--- config.mk ---
export PLATFORM = sky130hd
export DESIGN_NAME = gpio_trace_monitor
export DESIGN_NICKNAME = d
export VERILOG_FILES = /design/src/rtl/gpio_trace_monitor.sv
export SDC_FILE = /design/constraint.sdc
export NUM_CORES = 1
export LEC_CHECK = 0
export BUFFER_PORTS_ARGS = -buffer_cell sky130_fd_sc_hd__buf_2
export CORE_MARGIN = 10
export CORE_UTILIZATION = 56
export CTS_CLUSTER_DIAMETER = 150
export DETAILED_ROUTE_END_ITERATION = 8
export GPL_ROUTABILITY_DRIVEN = 0
export GPL_TIMING_DRIVEN = 0
export HOLD_SLACK_MARGIN = 0.08
export PLACE_DENSITY = 0.84
export SLEW_MARGIN = 20
export SYNTH_ARGS = -nofsm -noshare
export SYNTH_HDL_FRONTEND = slang
export SYNTH_SLANG_ARGS = --single-unit
--- constraint.sdc ---
create_clock -name clk -period 4.3 [get_ports clk]
set_input_delay 0 -clock clk [delete_from_list [all_inputs] [get_ports clk]]
set_output_delay 0 -clock clk [all_outputs]
set_load 0.01 [all_outputs]
--- src/rtl/gpio_trace_monitor.sv ---
// GPIO/LED bus trace monitor: timestamps every bus change into a first-word-fall-through
// FIFO, emits heartbeat pulses with a sticky done flag, and flags idle timeouts.
module gpio_trace_monitor #(
    parameter int WIDTH        = 8,
    parameter int DEPTH        = 16,
    parameter int TS_WIDTH     = 32,
    parameter int HEARTBEAT    = 50000,
    parameter int NUM_BEATS    = 16,
    parameter int IDLE_TIMEOUT = 0
) (
    input  logic                clk,
    input  logic                resetn,
    input  logic                enable,
    input  logic [WIDTH-1:0]    watch,
    output logic                heartbeat,
    output logic [15:0]         beat_count,
    output logic                done,
    output logic                rec_valid,
    input  logic                rec_ready,
    output logic [WIDTH-1:0]    rec_value,
    output logic [TS_WIDTH-1:0] rec_time,
    output logic                overflow,
    output logic [15:0]         drop_count,
    output logic                timeout
);

    localparam int AW     = $clog2(DEPTH);
    localparam int BEAT_W = $clog2(HEARTBEAT);
    localparam int IDLE_W = (IDLE_TIMEOUT < 2) ? 1 : $clog2(IDLE_TIMEOUT + 1);

    localparam logic [BEAT_W-1:0] BEAT_LAST  = BEAT_W'(HEARTBEAT - 1);
    localparam logic [IDLE_W-1:0] IDLE_LIMIT = IDLE_W'(IDLE_TIMEOUT);

    typedef enum logic {
        RUN  = 1'b0,
        DONE = 1'b1
    } hb_state_t;

    function automatic logic [15:0] sat_inc16(input logic [15:0] v);
        return (v == 16'hFFFF) ? v : v + 16'd1;
    endfunction

    logic                active;
    logic                change;
    logic [WIDTH-1:0]    watch_q;
    logic [TS_WIDTH-1:0] ts;

    hb_state_t           state;
    hb_state_t           state_d;
    logic [BEAT_W-1:0]   beat_cnt;
    logic [BEAT_W-1:0]   beat_cnt_d;
    logic [15:0]         beat_count_d;
    logic                heartbeat_d;

    logic [WIDTH-1:0]    mem_value [DEPTH];
    logic [TS_WIDTH-1:0] mem_time  [DEPTH];
    logic [AW:0]         wr_ptr;
    logic [AW:0]         rd_ptr;
    logic                fifo_empty;
    logic                fifo_full;
    logic                pop;
    logic                push_ok;
    logic                drop;

    logic [IDLE_W-1:0]   idle_cnt;
    logic [IDLE_W-1:0]   idle_inc;

    assign done   = (state == DONE);
    assign active = enable & ~done;
    assign change = active & (watch != watch_q);

    // ---- change detection and timestamp ----
    always_ff @(posedge clk or negedge resetn) begin
        if (!resetn) begin
            watch_q <= '0;
            ts      <= '0;
        end else begin
            watch_q <= watch;
            if (active) begin
                ts <= ts + TS_WIDTH'(1);
            end
        end
    end

    // ---- heartbeat FSM ----
    always_comb begin
        state_d      = state;
        beat_cnt_d   = beat_cnt;
        beat_count_d = beat_count;
        heartbeat_d  = 1'b0;
        case (state)
            RUN: begin
                if (active) begin
                    if (beat_cnt == BEAT_LAST) begin
                        beat_cnt_d   = '0;
                        heartbeat_d  = 1'b1;
                        beat_count_d = sat_inc16(beat_count);
                        if ((NUM_BEATS != 0) && (32'(beat_count_d) == NUM_BEATS)) begin
                            state_d = DONE;
                        end
                    end else begin
                        beat_cnt_d = beat_cnt + BEAT_W'(1);
                    end
                end
            end
            DONE: state_d = DONE;
            default: state_d = RUN;
        endcase
    end

    always_ff @(posedge clk or negedge resetn) begin
        if (!resetn) begin
            state      <= RUN;
            beat_cnt   <= '0;
            beat_count <= '0;
            heartbeat  <= 1'b0;
        end else begin
            state      <= state_d;
            beat_cnt   <= beat_cnt_d;
            beat_count <= beat_count_d;
            heartbeat  <= heartbeat_d;
        end
    end

    // ---- trace FIFO ----
    assign fifo_empty = (wr_ptr == rd_ptr);
    assign fifo_full  = (wr_ptr[AW] != rd_ptr[AW]) && (wr_ptr[AW-1:0] == rd_ptr[AW-1:0]);
    assign rec_valid  = ~fifo_empty;
    assign pop        = rec_valid & rec_ready;
    // A pop frees the head slot this edge, so a push into a full FIFO is still accepted.
    assign push_ok    = change & (~fifo_full | pop);
    assign drop       = change & fifo_full & ~pop;

    always_ff @(posedge clk) begin
        if (push_ok) begin
            mem_value[wr_ptr[AW-1:0]] <= watch;
            mem_time[wr_ptr[AW-1:0]]  <= ts;
        end
    end

    always_ff @(posedge clk or negedge resetn) begin
        if (!resetn) begin
            wr_ptr     <= '0;
            rd_ptr     <= '0;
            overflow   <= 1'b0;
            drop_count <= '0;
        end else begin
            if (push_ok) begin
                wr_ptr <= wr_ptr + (AW+1)'(1);
            end
            if (pop) begin
                rd_ptr <= rd_ptr + (AW+1)'(1);
            end
            if (drop) begin
                overflow   <= 1'b1;
                drop_count <= sat_inc16(drop_count);
            end
        end
    end

    // Storage is not reset, so the head is masked to keep outputs at zero while empty.
    assign rec_value = rec_valid ? mem_value[rd_ptr[AW-1:0]] : '0;
    assign rec_time  = rec_valid ? mem_time[rd_ptr[AW-1:0]]  : '0;

    // ---- idle timeout ----
    assign idle_inc = idle_cnt + IDLE_W'(1);

    always_ff @(posedge clk or negedge resetn) begin
        if (!resetn) begin
            idle_cnt <= '0;
            timeout  <= 1'b0;
        end else if (!active || change) begin
            idle_cnt <= '0;
        end else if ((IDLE_TIMEOUT != 0) && (idle_cnt != IDLE_LIMIT)) begin
            idle_cnt <= idle_inc;
            if (idle_inc == IDLE_LIMIT) begin
                timeout <= 1'b1;
            end
        end
    end

endmodule
After elaboration in Yosys (flattened, before gate mapping)
Memories as Yosys holds them, arrays and structs flattened.
Cells that the tools add are included.
{"block": "op_classes", "n_reduce_logical": 4, "bitwise": 12, "eq_ne": 8, "muxes": 13, "add_sub_neg": 6}
{"op": "$add 16x1->16 const B", "count": 3}
{"op": "$eq 16x16->1 const B", "count": 3}
{"op": "$add 32x1->32 const B", "count": 1}
{"op": "$mux 16", "count": 2}
{"op": "$mux 32", "count": 1}
{"op": "$eq 16x5->1 const B", "count": 1}
{"op": "$add 5x1->5 const B", "count": 2}
{"op": "$mux 1", "count": 8}
{"op": "$mux 8", "count": 1}
{"op": "$ne 8x8->1", "count": 1}
{"op": "$and 1x1->1", "count": 6}
{"op": "$eq 5x5->1", "count": 1}
{"op": "$not 1->1", "count": 5}
{"op": "$eq 4x4->1", "count": 1}
{"op": "$reduce_and 2->1", "count": 2}
{"op": "$reduce_and 3->1", "count": 1}
{"op": "$pmux 1 s2", "count": 1}
{"op": "$logic_and 1x1->1", "count": 1}
{"op": "$ne 1x1->1", "count": 1}
{"op": "$or 1x1->1", "count": 1}
{"block": "totals", "output_inout_bits": 77, "input_bits": 12, "ramBits": 640, "mem_count": 2, "register_bits": 101}
{"memory": "mem_time", "depth": 16, "width": 32, "rd": 1, "rd_clocked_by_memory_dff": 0, "write_ports": 1, "line": "56", "rtl": "logic [TS_WIDTH-1:0] mem_time [DEPTH];"}
{"memory": "mem_value", "depth": 16, "width": 8, "rd": 1, "rd_clocked_by_memory_dff": 0, "write_ports": 1, "line": "55", "rtl": "logic [WIDTH-1:0] mem_value [DEPTH];"}

Logic depth before layout (Yosys ltp)
Gate-level depths: netlist of run 1.
{"block": "depth", "ltp_word": 7, "mapped_depth": 8, "mapped_depth_nobuf": 7}

Least setup slack after synthesis of run 1
No wires, ideal clock.
{"block": "synth_timing", "kind": "register to register", "from": "register state, in the netlist done", "to": "memory mem_time[3][0] (enable)", "t_arrival_ns": 4.269, "slack_ns": -0.457, "setup_time_ns": 0.487, "path_buffers": 1, "stages_incl_launch_ff": 7, "path_cell_list": "dfrtp_1 > nor2b_1 > buf_2 > o21ai_0 > a21oi_1 > nand2_1 > nor3_1"}
{"block": "synth_between", "elab_chain_cells": 6}
{"item": "from (decl)", "line": "48", "rtl": "hb_state_t state;"}
{"item": "from (signal assigned)", "line": "118", "rtl": "state <= state_d;"}
{"item": "$not 1->1"}
{"item": "$and 1x1->1", "line": "69", "rtl": "assign active = enable & ~done;"}
{"item": "$and 1x1->1", "line": "70", "rtl": "assign change = active & (watch != watch_q);"}
{"item": "$and 1x1->1", "line": "131", "rtl": "assign push_ok = change & (~fifo_full | pop);"}
{"item": "$mux 1", "line": "135", "rtl": "if (push_ok) begin"}
{"item": "$mux 1 (not written as such)", "line": "137", "rtl": "mem_time[wr_ptr[AW-1:0]] <= ts;"}
{"item": "to (decl)", "line": "56"}
No other way between the ends.

Worst setup path in the final report of run 1
{"block": "layout_timing", "from": "register state, in the netlist done", "to": "memory mem_time[4][5] (enable)"}
Same word-level chain as after synthesis.

==> results summary, run 1 <==
The tool flagged a number of max-cap violations equal to 0. The die outline height is 248.2 um. The cell count of the worst hold path came out at 2.

The post-synthesis register bit count came out at 741. The endpoint required time on the critical path came out at 4600 ps. The clock tree from TritonCTS is yes. The detailed-route vias per instance came out at 6.612. In this run the worst path has a maximum fanout of 15. The library cell occupying the most area in the post-synthesis netlist is edfxtp_1.

The final worst slack is 357.0 ps. The library cell used most frequently in the layout, excluding fill and tap cells, is edfxtp_1. After Yosys synthesis, XOR and XNOR cells account for 2.762% of the synthesized area. The fmax came out at 253.6 MHz.

The die covers 0.06162 mm^2. The synthesized netlist occupies a cell area of 0.02917 mm^2. In this design, the critical path's most frequently occurring cell is buf_16.

The checks that failed: DRC. The cell leakage power came out at 12.72 nW. The number of nets in the synthesized netlist is 1,423. Once detailed placement completed, the half-perimeter wirelength came to 41,350 um. The number of rows created at floorplan came out at 83. The endpoint class of the critical path is a flop. The most critical setup path has its endpoint at mem_time[4][5]$_DFFE_PP_. The largest individual stage delay along the critical path comes from the cell nor2_4. The tightest slew margin relative to the limit came out at 28.22%.

The pre-antenna-repair detailed-routing pass consisted of 9 iterations. The synthesized netlist devotes 0.7077% of its cell area to compound gates. The clock latency at the later pin of the worst-skew pair came out at 610 ps. The worst setup path is launched from a flop.

Synthesis instantiated 46 different standard cells from the library. The detailed router's first-iteration violation count is 2,072. The pin count of the biggest net entering global routing came out at 73.

The routed layout has 15,610 vias. Across the whole layout, storage elements account for 0.02175 mm^2. The largest voltage drop on the vdd net came out at 338.8 uV.

The number of global-route vias before repair is 16,340. The initial antenna violation count came to 1. The final routed wire length divided by cell count is 31.71 um.

The final cycle utilization of the critical path is 91.70%. Setup repair after global routing left no endpoint under its margin. The deepest level of the CTS H-tree is 3. The horizontal die dimension came out at 248.2 um. The synthesized-area fraction occupied by adder cells is 0.3860%.

After synthesis, the largest family of logic cells by area is multiplexers. Leaving out fill and tap cells, the most frequent cells in the layout are 640 x edfxtp_1, 200 x mux4_2, 101 x buf_2, 101 x dfrtp_1, 75 x clkbuf_16. The worst register-to-register path ends at mem_time[4][5]$_DFFE_PP_. The core area is 0.05141 mm^2. For the finished layout, the period the worst path requires is 3943 ps.

The top cell type's share of synthesized area came out at 65.88%. The path class of the tightest hold or removal check is primary input to flop. The filler cell count came out at 3,047. The register-to-register setup slack came out at 360 ps. Once detail routing completed, the nets flagged for antenna violations numbered 0. By area the synthesized netlist is led by edfxtp_1 66%, mux4_2 15%, dfrtp_1 8.7%. The signed area change from the synthesized netlist to the final layout is 16.96%. Traced cell by cell, the critical path runs through nor2b_1, buf_2, o21ai_0, a21oi_1, nand2_1, nor2_4, buf_16, buf_16. The starting utilization of the core area came out at 56.75%. The total global-route track usage is 24.71%.

The total count of hold-check failures in the final report was 0. The power density relative to cell area is 513.8 mW/mm^2. The multiplexer share of the synthesized area came out at 15.63%. In this run the tool buffered the top-level ports with 87 buffer cells. The async set or reset register ratio after synthesis is 13.63%. The launch point of the critical path is done$_DFF_PN0_.

The boundary pin count came out at 89. The final worst clock skew came out at 21.55 ps. Before CTS, the worst setup slack after placement is 626.9 ps. The stage delay of the slowest cell on the critical path came out at 700 ps. Clock tree synthesis found a total of 741 sinks. The final core utilization is 66.37%.

The total number of nets in the final design came out at 1,640. Post-CTS timing repair inserted 0 buffers for setup. Among cell families on the critical path, the largest total delay comes from simple AND/OR/NAND/NOR gates. The reg-to-reg critical path startpoint is done$_DFF_PN0_. The total wire length after detailed routing came out at 74,870 um. The area fraction in and, or, nand and nor cells after synthesis is 4.714%. After detailed routing, the number of remaining DRC violations is 1.

The number of buffers and inverters on the critical path is 3. For the pin with the worst max-slew slack, the measured transition is 1077 ps. After clock tree synthesis, the clock-pin slew on the worst setup and hold paths is 60 ps. The clock root buffer is clkbuf_16. The number of buffers created by CTS came out at 74. The most used flip-flop cell after synthesis is edfxtp_1. The count of flip-flops with a built-in enable after synthesis is 640. In the final layout, the multi-input gates occupy 0.007191 mm^2.

The max-slew violation count came to 0. The post-route setup TNS is 0 ps. In the final layout, the share of cells above drive strength 1 is 29.52%. The run finished, with violations left. The deepest clock path buffer count is 3. The count of mapped cells out of synthesis came out at 1,402. The sequential fraction of the synthesis area is 74.54%. By startpoint and endpoint, the worst setup path is classified as flop to flop. After global routing the overflow that remains totals 0. For this run, the number of Yosys warnings is 1.

The final number of setup-violating endpoints came out at 0. STA puts the critical path data arrival time at 4240 ps. The average cell area after synthesis is 20.81 um^2. The first-pass GRT wire length came out at 109,600 um.

Measured in cells, the most critical reg-to-reg path has a length of 8. The count of cell instances traversed by the critical path is 8.
worst register-to-register path: cells and delay by family, from the launching register on:
kind            cells  cell delay, ps
simple gates        3            1620
flops               1             420
compound gates      2             770
buf+inv             3             840
power by group:
part           internal (mW)  total (mW)  switching [mW]
Clock                   3.75        6.46            2.71
Combinational           1.35        3.28            1.93
Sequential              7.76        7.79          0.0266
Total                   12.9        17.5            4.67
Yosys cell counts, types with 2 or more instances:
| master | count |
|---|---|
| a21oi_1 | 7 |
| a22o_1 | 2 |
| a31oi_1 | 3 |
| and2_1 | 6 |
| and3_1 | 13 |
| and4_1 | 7 |
| buf_1 | 11 |
| buf_2 | 15 |
| buf_4 | 2 |
| buf_6 | 10 |
| clkbuf_1 | 23 |
| dfrtp_1 | 101 |
| edfxtp_1 | 640 |
| ha_1 | 9 |
| inv_1 | 9 |
| mux2_2 | 4 |
| mux4_2 | 200 |
| nand2_1 | 49 |
| nand2b_1 | 5 |
| nand3_1 | 36 |
| nand4_1 | 26 |
| nor2_1 | 44 |
| nor2b_1 | 44 |
| nor3_1 | 13 |
| nor4_2 | 2 |
| nor4b_1 | 2 |
| nor4bb_1 | 2 |
| o21ai_0 | 6 |
| o22ai_1 | 2 |
| o31ai_1 | 3 |
| xnor2_1 | 62 |
| xor2_1 | 30 |
how the worst min path moves through the flow:
| stage | startpoint | slack (ps) | end |
|---|---|---|---|
| 2_1_floorplan | resetn | -300 | beat_cnt[0]$_DFFE_PN0P_ |
| 4_1_cts | watch[2] | 210 | watch_q[2]$_DFF_PN0_ |
| 6_report | watch[1] | 240 | watch_q[1]$_DFF_PN0_ |
| 3_3_place_gp | watch[2] | 270 | watch_q[2]$_DFF_PN0_ |
| 3_5_place_dp | resetn | -100 | drop_count[0]$_DFFE_PN0P_ |
| 5_1_grt | watch[1] | 250 | watch_q[1]$_DFF_PN0_ |
logic make-up after synthesis:
logic type	after synthesis
AO/OA/AOI/OAI	29
flip-flops	741
other	1
AND/OR/NAND/NOR	255
buffers and inverters	70
multiplexers	205
XOR/XNOR	92
adder cells (fa/ha/maj)	9
flip-flops by register name (all words and copies together), names as in the netlist:
| signal | flops |
|---|---|
| done | 1 |
| mem_value | 128 |
| watch_q | 8 |
| beat_cnt | 16 |
| overflow | 1 |
| ts | 32 |
| beat_count | 16 |
| rd_ptr | 5 |
| wr_ptr | 5 |
| drop_count | 16 |
| heartbeat | 1 |
| mem_time | 512 |
routing by layer:
layer | vias to the layer above | wire, um | track usage (%)
met2 | 1157 | 38040 | 41.27
met4 | 2 | 3374 | 10.96
met1 | 8051 | 25380 | 30.27
met3 | 253 | 8064 | 6.234
li1 | 6147 | - | -
met5 | - | 13 | 0
stage by stage:
| step | total power [mW] | instance area, um^2 | hold WS [ps] | std cells |
|---|---|---|---|---|
| floorplan | 10.07 | 29190 | -295.6 | 1402 |
| global placement | 11.00 | 30480 | 265.4 | 2169 |
| detailed placement | 11.11 | 31530 | -102.7 | 2209 |
| CTS | 17.59 | 34100 | 205.3 | 2359 |
| global route | 17.97 | 34120 | 249.0 | 2360 |
| finish | 17.53 | 34120 | 241.1 | 2361 |
what timing repair did:
item / in CTS / in global routing
gates resized for setup: 0 / 0
endpoints found under the hold margin: 246 / 0
hold buffers: 13 / 0
final cells by class:
cell class,instances,share of cell area [%]
flip-flops and latches,741,63.73
multi-input cells,591,21.07
clock buffers,100,6.040
repair buffers,141,4.481
well taps,680,2.494
clock inverters,37,1.089
plain buffers,61,0.9754
inverters,9,0.1063
diodes,1,0.007334
Power figures use the tool's default switching activity.
==> run 2: changes to the inputs <==
- CORE_MARGIN: 10 -> 1.5
==> results summary, run 2 (same netlist as run 1, synthesis figures left out) <==
The number of routed nets with antenna violations was 0 (unchanged). The hold buffer count at cts is 13 (unchanged). The top cell types in the final layout, fill and taps aside, are 640 x edfxtp_1, 200 x mux4_2, 102 x buf_2. The worst endpoint data arrival time is 4480 ps (+240 ps). The core area is 0.05141 mm^2 (unchanged). The cell count of the worst hold path came out at 2 (unchanged). The number of flip-flops in the largest register is 512 (unchanged). The leading cell type in the layout, fill and taps excluded is edfxtp_1.

The pin count of the biggest net entering global routing came out at 80 (+9.6%). The final routed wire length divided by cell count came out at 30.57 um (-3.6%). The half-perimeter wire length after detailed placement came out at 41,130 um (-0.54%). The power density relative to cell area is 524.8 mW/mm^2 (+2.1%). The total number of nets in the final design is 1,638 (-0.12%). The post-CTS resize count is 0 (unchanged). The number of buffers created by CTS came out at 72 (-2.7%). The number of rows created at floorplan came out at 83 (unchanged).

The depth of the worst register-to-register path is 9 (+1). The number of buffers added for setup after CTS is 0 (unchanged). The max-slew violation count came out at 0 (unchanged). The die area is 0.05347 mm^2 (-13%).

The worst-margin pin slew came out at 1047 ps (-30.11 ps). In this run the critical register-to-register path is launched from done$_DFF_PN0_. The first-pass GRT wire length is 105,600 um (-3.7%). The worst reg2reg path endpoint is mem_time[3][11]$_DFFE_PP_. The tightest slew margin relative to the limit came out at 30.22% (+2.0 points). The final cycle utilization of the critical path was 96.70% (+5.0 points). The total number of clock tree sinks is 741 (unchanged). The initial antenna violation count came out at 1 (unchanged). The residual DRC count came out at 0 (-1). The final worst clock skew is 29.55 ps (+8.008 ps). The fmax came out at 240.5 MHz (-5.2%). The total global-route track usage came to 27.72% (+3.0 points). The largest driver fanout on the critical path came out at 11 (-4).

The register-to-register setup slack came out at 140 ps (-210 ps). The largest voltage drop on the vdd net came out at 315.0 uV (-7.0%). The kind of path behind the tightest hold check is primary input to flop. The cell leakage power came out at 12.76 nW (+0.33%). The critical path is of the flop to flop type. The number of buffers added on ports came out at 87 (unchanged). The detailed-routing iteration count for the pre-antenna-repair pass is 5 (-4). The post-route total power is 17.93 mW (+2.3%). The worst-case hold path end point is watch_q[2]$_DFF_PN0_. The worst setup path is captured at a flop.

The number of max-cap violations came out at 0 (unchanged). The number of global-route vias before repair is 16,190 (-0.95%). The clock transition at the registers of the reported paths came to 70 ps (about the same).

The die outline height came out at 231.2 um (-6.8%). The deepest level of the CTS H-tree is 3 (unchanged). The horizontal die dimension is 231.2 um (-6.8%). The deepest clock path buffer count came out at 3 (unchanged).

The startpoint type of the worst setup path is a flop. The total count of hold-check failures in the final report is 0 (unchanged). The boundary pin count came out at 89 (unchanged). In this run the clock root is driven by a clkbuf_16.

The endpoint required time on the critical path is 4620 ps (+20 ps). The clock period minus final worst setup slack came to 4158 ps (+215.0 ps). The detailed router's first-iteration violation count came out at 2,079 (+0.34%). The flow ran to the end, and the final reports show no timing, DRC or antenna violations. The fraction of final layout cells sized beyond drive strength 1 is 29.97% (+0.45 points). The detailed-route vias per instance came out at 6.545 (-1.0%). The total wire length after detailed routing is 72,030 um (-3.8%). The starting utilization of the core area was 56.75% (unchanged). TritonCTS built the clock tree. The signed area change from the synthesized netlist to the final layout came out at 17.15%.

Setup repair after global routing left no endpoint under its margin. The clock latency at the later pin of the worst-skew pair is 620 ps (about the same). The post-route setup TNS came out at 0 ps (unchanged). The via count is 15,420 (-1.2%).

The total overflow reported by the global router is 0 (unchanged). The final number of setup-violating endpoints is 0 (unchanged). In this run the most critical hold path is launched from watch[2].
run 2: cell types whose count changed in the layout (fill, tap and decap cells not counted), sizes merged:
| cell | change |
|---|---|
| clkinv | -10 |
| inv | -2 |
| bufinv | +8 |
| buf | -1 |
run 2: worst max-delay path: stages, from the launching register on:
cell     delay [ps]
dfrtp_1         430
nor2b_1         510
buf_2           380
o21ai_0         190
a21oi_1         690
nand2_1         430
nor3_4          670
buf_16          240
buf_6           160
buf_6           160
run 2: per-stage QoR:
stage	utilization [%]	cells	hold WS [ps]	area (um^2)	setup slack, ps
floorplan	-	1402	-295.6	29190	612.4
global placement	59.29	2169	264.7	30480	-1989
CTS	66.48	2355	188.4	34170	272.0
detailed placement	61.17	2210	-124.2	31450	456.8
finish	66.48	2356	232.2	34180	142.0
global route	66.48	2355	231.1	34170	18.06
run 2: where the power goes:
part | switching (mW) | internal (mW)
clock network | 2.71 | 4.21
logic | 1.88 | 1.34
registers | 0.0288 | 7.76
run 2: layout make-up:
class	instances	area [um^2]
Buffer	61	334.1
Clock buffer	99	2056
Antenna cell	1	2.502
Inverter	9	36.28
Sequential cell	741	21750
Multi-Input combinational cell	591	7191
Clock inverter	33	541.8
Tap cell	680	850.8
Fill cell	3014	17230
Timing Repair Buffer	141	1418
run 2: layer usage:
metal	vias to the layer above	global-route usage [%]	share of wire, %
met5	-	0	0.018
met4	2	11.11	4.0
met3	232	5.893	9.8
met2	1044	46.85	51
met1	8014	35.30	35
li1	6127	-	-
run 2: worst max path at each step:
stage,depth (start not counted),from,to,slack [ps]
after floorplan,6,done$_DFF_PN0_,mem_time[7][0]$_DFFE_PP_,610
after detailed placement,9,done$_DFF_PN0_,mem_time[3][11]$_DFFE_PP_,460
after global routing,9,done$_DFF_PN0_,mem_time[3][22]$_DFFE_PP_,20
after global placement,6,done$_DFF_PN0_,mem_time[4][12]$_DFFE_PP_,-1990
after CTS,9,done$_DFF_PN0_,mem_time[3][22]$_DFFE_PP_,270
final,9,done$_DFF_PN0_,mem_time[3][11]$_DFFE_PP_,140
